File: src/rtl/bias_seq_ctrl_pkg.sv
// Shared types and sizing helpers for the bias ROM sequencer slice.
package bias_seq_ctrl_pkg;

    localparam int COEFF_WIDTH    = 16;
    localparam int KERN_DEFAULT   = 16;
    localparam int REPEAT_DEFAULT = 1;

    typedef enum logic [1:0] {
        ST_IDLE  = 2'd0,
        ST_RUN   = 2'd1,
        ST_DRAIN = 2'd2,
        ST_DONE  = 2'd3
    } seq_state_e;

    // Counter width that stays legal (>=1) for a count of one.
    function automatic int cnt_width(input int n);
        return (n > 1) ? $clog2(n) : 1;
    endfunction

endpackage

File: src/rtl/bias_seq_ctrl_if.sv
// ap_ctrl, bias ROM read port and output FIFO write port of the bias sequencer.
interface bias_seq_ctrl_if
    import bias_seq_ctrl_pkg::*;
#(
    parameter int COEFF_W = COEFF_WIDTH,
    parameter int ADDR_W  = 4
);
    logic               ap_start;
    logic               ap_done;
    logic               ap_idle;
    logic               ap_ready;
    logic [ADDR_W-1:0]  bias_V_address0;
    logic               bias_V_ce0;
    logic [COEFF_W-1:0] bias_V_q0;
    logic [COEFF_W-1:0] output_V_din;
    logic               output_V_full_n;
    logic               output_V_write;

    modport master (
        input  ap_start,
        output ap_done, ap_idle, ap_ready,
        output bias_V_address0, bias_V_ce0,
        input  bias_V_q0,
        output output_V_din, output_V_write,
        input  output_V_full_n
    );

    modport slave (
        output ap_start,
        input  ap_done, ap_idle, ap_ready,
        input  bias_V_address0, bias_V_ce0,
        output bias_V_q0,
        input  output_V_din, output_V_write,
        output output_V_full_n
    );
endinterface

File: src/rtl/bias_skid_buf.sv
// Two-entry FIFO holding ROM results until the downstream FIFO accepts them.
module bias_skid_buf
    import bias_seq_ctrl_pkg::*;
#(
    parameter int COEFF_W = COEFF_WIDTH
) (
    input  logic               clk,
    input  logic               rst_n,
    input  logic               push,
    input  logic               pop,
    input  logic [COEFF_W-1:0] din,
    output logic [COEFF_W-1:0] dout,
    output logic [1:0]         occ
);
    logic [COEFF_W-1:0] mem_r [2];
    logic               wr_ptr_r;
    logic               rd_ptr_r;
    logic [1:0]         occ_r;
    logic               push_s;
    logic               pop_s;

    // Qualify push/pop so the buffer never over- or under-runs.
    always_comb begin
        pop_s  = pop && (occ_r != 2'd0);
        push_s = push && ((occ_r != 2'd2) || pop_s);
    end

    // Storage, pointers and occupancy.
    always_ff @(posedge clk or negedge rst_n) begin
        if (!rst_n) begin
            for (int i = 0; i < 2; i++) begin
                mem_r[i] <= '0;
            end
            wr_ptr_r <= 1'b0;
            rd_ptr_r <= 1'b0;
            occ_r    <= 2'd0;
        end else begin
            if (push_s) begin
                mem_r[wr_ptr_r] <= din;
                wr_ptr_r        <= ~wr_ptr_r;
            end
            if (pop_s) begin
                rd_ptr_r <= ~rd_ptr_r;
            end
            case ({push_s, pop_s})
                2'b10:   occ_r <= occ_r + 2'd1;
                2'b01:   occ_r <= occ_r - 2'd1;
                default: occ_r <= occ_r;
            endcase
        end
    end

    assign dout = mem_r[rd_ptr_r];
    assign occ  = occ_r;
endmodule

File: src/rtl/bias_seq_ctrl.sv
// ap_ctrl-driven sequencer sweeping the bias ROM REPEAT times into a FIFO write port.
module bias_seq_ctrl
    import bias_seq_ctrl_pkg::*;
#(
    parameter int KERN    = KERN_DEFAULT,
    parameter int REPEAT  = REPEAT_DEFAULT,
    parameter int COEFF_W = COEFF_WIDTH,
    parameter int ADDR_W  = cnt_width(KERN)
) (
    input  logic           ap_clk,
    input  logic           ap_rst_n,
    bias_seq_ctrl_if.master io
);
    localparam int                REP_W     = cnt_width(REPEAT);
    localparam logic [ADDR_W-1:0] ADDR_LAST = ADDR_W'(KERN - 1);
    localparam logic [REP_W-1:0]  REP_LAST  = REP_W'(REPEAT - 1);

    seq_state_e         state_r;
    seq_state_e         state_nxt_s;
    logic [ADDR_W-1:0]  addr_r;
    logic [ADDR_W-1:0]  last_addr_r;
    logic [REP_W-1:0]   rep_r;
    logic               inflight_r;
    logic               idle_r;
    logic               done_r;
    logic [1:0]         occ_s;
    logic [COEFF_W-1:0] head_s;
    logic [2:0]         credit_s;
    logic               write_s;
    logic               issue_s;
    logic               last_issue_s;

    // Credit counts buffered plus in-flight data; a read may issue while it stays under two.
    always_comb begin
        write_s      = (occ_s != 2'd0) && io.output_V_full_n;
        credit_s     = {1'b0, occ_s} + {2'b00, inflight_r};
        issue_s      = (state_r == ST_RUN) && ((credit_s - {2'b00, write_s}) < 3'd2);
        last_issue_s = issue_s && (addr_r == ADDR_LAST) && (rep_r == REP_LAST);
    end

    // Next-state logic.
    always_comb begin
        state_nxt_s = state_r;
        case (state_r)
            ST_IDLE: begin
                if (io.ap_start) state_nxt_s = ST_RUN;
                else             state_nxt_s = ST_IDLE;
            end
            ST_RUN: begin
                if (last_issue_s) state_nxt_s = ST_DRAIN;
                else              state_nxt_s = ST_RUN;
            end
            ST_DRAIN: begin
                if (!inflight_r && (occ_s == 2'd0)) state_nxt_s = ST_DONE;
                else                                state_nxt_s = ST_DRAIN;
            end
            ST_DONE: state_nxt_s = ST_IDLE;
            default: state_nxt_s = ST_IDLE;
        endcase
    end

    // State register and registered ap_ctrl outputs.
    always_ff @(posedge ap_clk or negedge ap_rst_n) begin
        if (!ap_rst_n) begin
            state_r <= ST_IDLE;
            idle_r  <= 1'b1;
            done_r  <= 1'b0;
        end else begin
            state_r <= state_nxt_s;
            idle_r  <= (state_nxt_s == ST_IDLE);
            done_r  <= (state_nxt_s == ST_DONE);
        end
    end

    // Sweep counters; last_addr_r keeps the ROM address stable between reads.
    always_ff @(posedge ap_clk or negedge ap_rst_n) begin
        if (!ap_rst_n) begin
            addr_r      <= '0;
            rep_r       <= '0;
            last_addr_r <= '0;
            inflight_r  <= 1'b0;
        end else begin
            inflight_r <= issue_s;
            if ((state_r == ST_IDLE) && io.ap_start) begin
                addr_r <= '0;
                rep_r  <= '0;
            end else if (issue_s) begin
                last_addr_r <= addr_r;
                if (addr_r == ADDR_LAST) begin
                    addr_r <= '0;
                    rep_r  <= (rep_r == REP_LAST) ? '0 : rep_r + REP_W'(1);
                end else begin
                    addr_r <= addr_r + ADDR_W'(1);
                end
            end
        end
    end

    bias_skid_buf #(.COEFF_W(COEFF_W)) u_buf (
        .clk   (ap_clk),
        .rst_n (ap_rst_n),
        .push  (inflight_r),
        .pop   (write_s),
        .din   (io.bias_V_q0),
        .dout  (head_s),
        .occ   (occ_s)
    );

    assign io.ap_idle         = idle_r;
    assign io.ap_done         = done_r;
    assign io.ap_ready        = done_r;
    assign io.bias_V_ce0      = issue_s;
    assign io.bias_V_address0 = issue_s ? addr_r : last_addr_r;
    assign io.output_V_din    = head_s;
    assign io.output_V_write  = write_s;
endmodule
File: src/flat_wrapper.sv
// flat-port wrapper written by rule: the top's interface ports become plain ports
module bias_seq_ctrl_flat import bias_seq_ctrl_pkg::*;
#(
    parameter int KERN    = KERN_DEFAULT,
    parameter int REPEAT  = REPEAT_DEFAULT,
    parameter int COEFF_W = COEFF_WIDTH,
    parameter int ADDR_W  = cnt_width(KERN)
)
  (ap_clk, ap_rst_n, io_ap_start, io_ap_done, io_ap_idle, io_ap_ready, io_bias_V_address0, io_bias_V_ce0, io_bias_V_q0, io_output_V_din, io_output_V_write, io_output_V_full_n);
  bias_seq_ctrl_if #(.COEFF_W(COEFF_W), .ADDR_W(ADDR_W)) io_i ();
  input  logic ap_clk;
  input  logic ap_rst_n;
  input wire logic [$bits(io_i.ap_start)-1:0] io_ap_start;
  output wire logic [$bits(io_i.ap_done)-1:0] io_ap_done;
  output wire logic [$bits(io_i.ap_idle)-1:0] io_ap_idle;
  output wire logic [$bits(io_i.ap_ready)-1:0] io_ap_ready;
  output wire logic [$bits(io_i.bias_V_address0)-1:0] io_bias_V_address0;
  output wire logic [$bits(io_i.bias_V_ce0)-1:0] io_bias_V_ce0;
  input wire logic [$bits(io_i.bias_V_q0)-1:0] io_bias_V_q0;
  output wire logic [$bits(io_i.output_V_din)-1:0] io_output_V_din;
  output wire logic [$bits(io_i.output_V_write)-1:0] io_output_V_write;
  input wire logic [$bits(io_i.output_V_full_n)-1:0] io_output_V_full_n;
  assign io_i.ap_start = io_ap_start;
  assign io_ap_done = io_i.ap_done;
  assign io_ap_idle = io_i.ap_idle;
  assign io_ap_ready = io_i.ap_ready;
  assign io_bias_V_address0 = io_i.bias_V_address0;
  assign io_bias_V_ce0 = io_i.bias_V_ce0;
  assign io_i.bias_V_q0 = io_bias_V_q0;
  assign io_output_V_din = io_i.output_V_din;
  assign io_output_V_write = io_i.output_V_write;
  assign io_i.output_V_full_n = io_output_V_full_n;
  bias_seq_ctrl #(.KERN(KERN), .REPEAT(REPEAT), .COEFF_W(COEFF_W), .ADDR_W(ADDR_W)) u_core (.ap_clk(ap_clk), .ap_rst_n(ap_rst_n), .io(io_i));
endmodule
File: config.mk
export PLATFORM = sky130hd
export DESIGN_NAME = bias_seq_ctrl_flat
export DESIGN_NICKNAME = d
export VERILOG_FILES = /design/src/rtl/bias_seq_ctrl_pkg.sv /design/src/rtl/bias_seq_ctrl_if.sv /design/src/rtl/bias_skid_buf.sv /design/src/rtl/bias_seq_ctrl.sv /design/src/flat_wrapper.sv
export SDC_FILE = /design/constraint.sdc
export NUM_CORES = 1
export LEC_CHECK = 0
export ABC_AREA = 1
export ABC_CLOCK_PERIOD_IN_PS = 6630
export CORE_MARGIN = 4
export CORE_UTILIZATION = 56
export DETAILED_ROUTE_END_ITERATION = 7
export PLACE_DENSITY = 0.83
export SYNTH_ARGS = -nofsm -noshare
export SYNTH_HDL_FRONTEND = slang
export SYNTH_SLANG_ARGS = --single-unit
File: constraint.sdc
create_clock -name ap_clk -period 6.63 [get_ports ap_clk]
set_clock_uncertainty 0.15 [all_clocks]
set_input_delay 1.326 -clock ap_clk [delete_from_list [all_inputs] [get_ports ap_clk]]
set_output_delay 1.326 -clock ap_clk [all_outputs]
set_load 0.005 [all_outputs]
==> reports/qor.yml <==
outcome:
  status: "completed"
routing:
  vias: 1840
  drtIter0Drc: 190
  wl_per_cell_um: 13.1
  drc: 0
  routed_wl_um: 4710
  via_per_inst: 5.11
  drtAntennaViolNets: 0
  drtPass1Iterations: 4
clocking:
  clkTransAtPathRegs_ns: 0.09
  clk_path_buf_depth: 2
  cts_tree: "yes"
  clock_sinks: 49
  clk_latency_ns: 0.30
  ctsHoldBuffers: 0
  htreeDepth: 2
  cts_resized: 0
  post-cts-setup-buffers: 0
  root_buffer: "clkbuf_8"
  cts_buffers: 5
floorplanning:
  dieArea_sq_um: 5390
  core-area_sq_um: 4060
  ios: 45
  rows: 23
  fp.dieW_um: 73.4
  initial_utilization: 0.590
  die_y_um: 73.4
final_layout:
  diodes: 0
  fin_cells: 360
  area_delta_synth_final_pct: 21.2
  layout_common_cells: "86 x nand2_1, 48 x dfrtp_1, 43 x clkdlybuf4s50_1"
  fillers: 342
  final_common_cell: "nand2_1"
  drive_gt1_frac: 0.103
  fin_nets: 333
  finalInstanceArea_sq_um: 2900
placement:
  place_inst: 352
  dpl.hpwl_um: 3270
  dpl-instance-area_sq_um: 2790
  portBuffers: 44
  gp_congestion: 0.792
logic_synthesis:
  synth_seq_cells: 49
  ys_seq_area_frac: 0.513
  synth_nets: 294
  ys_types: 29
  syn-cell-area_sq_um: 2390
  syn_area_per_cell_sq_um: 8.87
  synth_cells: 270
  synth_warnings: 0
power:
  powerDensity_nw_per_um2: 479
  ir_drop_mv: 0.245
  power_mw: 1.39
  p_leak_nw: 1.42
timing:
  finalSetupTns_ns: 0
  relSlewSlack: 0.289
  period_minus_slack_ns: 5.69
  max_freq_ghz: 0.176
  final_max_slew_viol_count: 0
  hold_viol: 0
  min_period_over_period: 0.858
  worstMarginPinSlew_ns: 1.07
  rsz0062_at_grt: "no"
  setup_viol: 0
critical_path:
  start_kind: "primary input"
  critPathCaptureType: "output pin"
  critPathRequiredTime_ns: 5.15
  crit_fanout: 14
  critical_path_class: "primary input to output pin"
  cp.arrival_ns: 4.21
grt:
  grt_max_degree: 50
  grt_pass1_wl_um: 8290
  grt_pass1_vias: 1909
  antenna_found_initial: 0
  track_usage: 0.198
  gr-total-overflow: 0
min_path:
  worstHoldPathType: "flip-flop to flip-flop"
flow_run:
  maxCapViolCount: 0
-- flip-flops by register name, indices dropped and copies added (netlist names) --
signal and count:
u_core.addr_r 4, u_core.u_buf.rd_ptr_r 1, u_core.u_buf.mem_r 32, u_core.state_r 2
u_core.inflight_r 1, u_core.io.ap_idle 1, u_core.last_addr_r 4, u_core.u_buf.occ 2
u_core.u_buf.wr_ptr_r 1, u_core.io.ap_done 1
-- cell type report --
| class | count | area [sq um] | share of cell area |
|---|---|---|---|
| inverter | 32 | 120 | 0.0414 |
| tap | 50 | 62.6 | 0.0216 |
| clock inverter | 2 | 38.8 | 0.0134 |
| multi-input combinational | 177 | 946 | 0.326 |
| clock buffer | 6 | 72.6 | 0.0250 |
| sequential | 49 | 1230 | 0.423 |
| timing repair buffer | 44 | 435 | 0.150 |
-- through the flow --
| stage | hold slack, ns | util | setup slack [ns] |
|---|---|---|---|
| detailed placement | 0.314 | 0.688 | 0.926 |
| finish | 0.335 | 0.715 | 0.942 |
| global route | 0.383 | 0.715 | 0.703 |
| floorplan | 0.293 | - | 2.05 |
| CTS | 0.338 | 0.715 | 0.929 |
| global placement | 0.311 | 0.688 | 1.02 |
-- cells by family after synthesis --
kind of cell    share of synthesized area
simple gates                        0.209
compound gates                      0.147
flops                               0.513
buf+inv                            0.0925
xor+xnor                           0.0146
fa+ha+maj                          0.0240
-- worst max-delay path, cell delays in order --
cell and delay (ns):
clkdlybuf4s50_1 0.49, nand2_1 0.09, inv_1 0.10, ha_1 0.23, or2_2 0.31, fa_1 0.48
inv_1 0.05, nor2_2 0.15, nand2_2 0.17, inv_1 0.17, nand2_1 0.08, nand2_1 0.06
clkdlybuf4s50_1 0.49
-- cells in the mapped netlist, drive strengths merged --
| cell type | n | area, sq um |
|---|---|---|
| inv | 32 | 120 |
| nand2 | 88 | 349 |
| buf | 6 | 67.6 |
| nand3b | 1 | 20.0 |
| or2 | 1 | 6.26 |
| xnor2 | 2 | 17.5 |
| o21ai | 58 | 343 |
| fa | 1 | 20.0 |
| dfstp | 1 | 26.3 |
| nor2 | 6 | 57.6 |
| nor3 | 1 | 5.00 |
| a21oi | 2 | 10.0 |
| xor2 | 2 | 17.5 |
| nand4 | 2 | 12.5 |
| ha | 3 | 37.5 |
| nand3 | 10 | 50.1 |
| clkbuf | 6 | 33.8 |
| dfrtp | 48 | 1200 |
-- layer usage --
layer  up-vias  track usage  routed length [um]
met3         6       0.0465                 249
met4         0       0.0744                  62
met2        37        0.336                2330
met5         -            0                   0
li1        930            -                   -
met1       867        0.244                2070
-- power breakdown --
| part | switching [mW] | internal [mW] | total (mW) |
|---|---|---|---|
| clock network | 0.0979 | 0.113 | 0.211 |
| logic | 0.333 | 0.319 | 0.652 |
| registers | 0.0957 | 0.430 | 0.526 |
| total | 0.527 | 0.862 | 1.39 |
-- path summary, 6_finish.rpt --
path,startpoint,cells after the start,end,slack (ns)
setup reg to reg,u_core.u_buf.occ[1],13,u_core.addr_r[2],3.78
setup / recovery,io_output_V_full_n,13,io_bias_V_address0[2],0.94
hold reg to reg,u_core.last_addr_r[1],2,u_core.last_addr_r[1],0.33
hold / removal,u_core.last_addr_r[1],2,u_core.last_addr_r[1],0.33
max in group asynchronous,ap_rst_n,1,u_core.u_buf.mem_r[16],4.61
min in group asynchronous,ap_rst_n,1,u_core.u_buf.mem_r[18],1.06
Power figures use the tool's default switching activity.
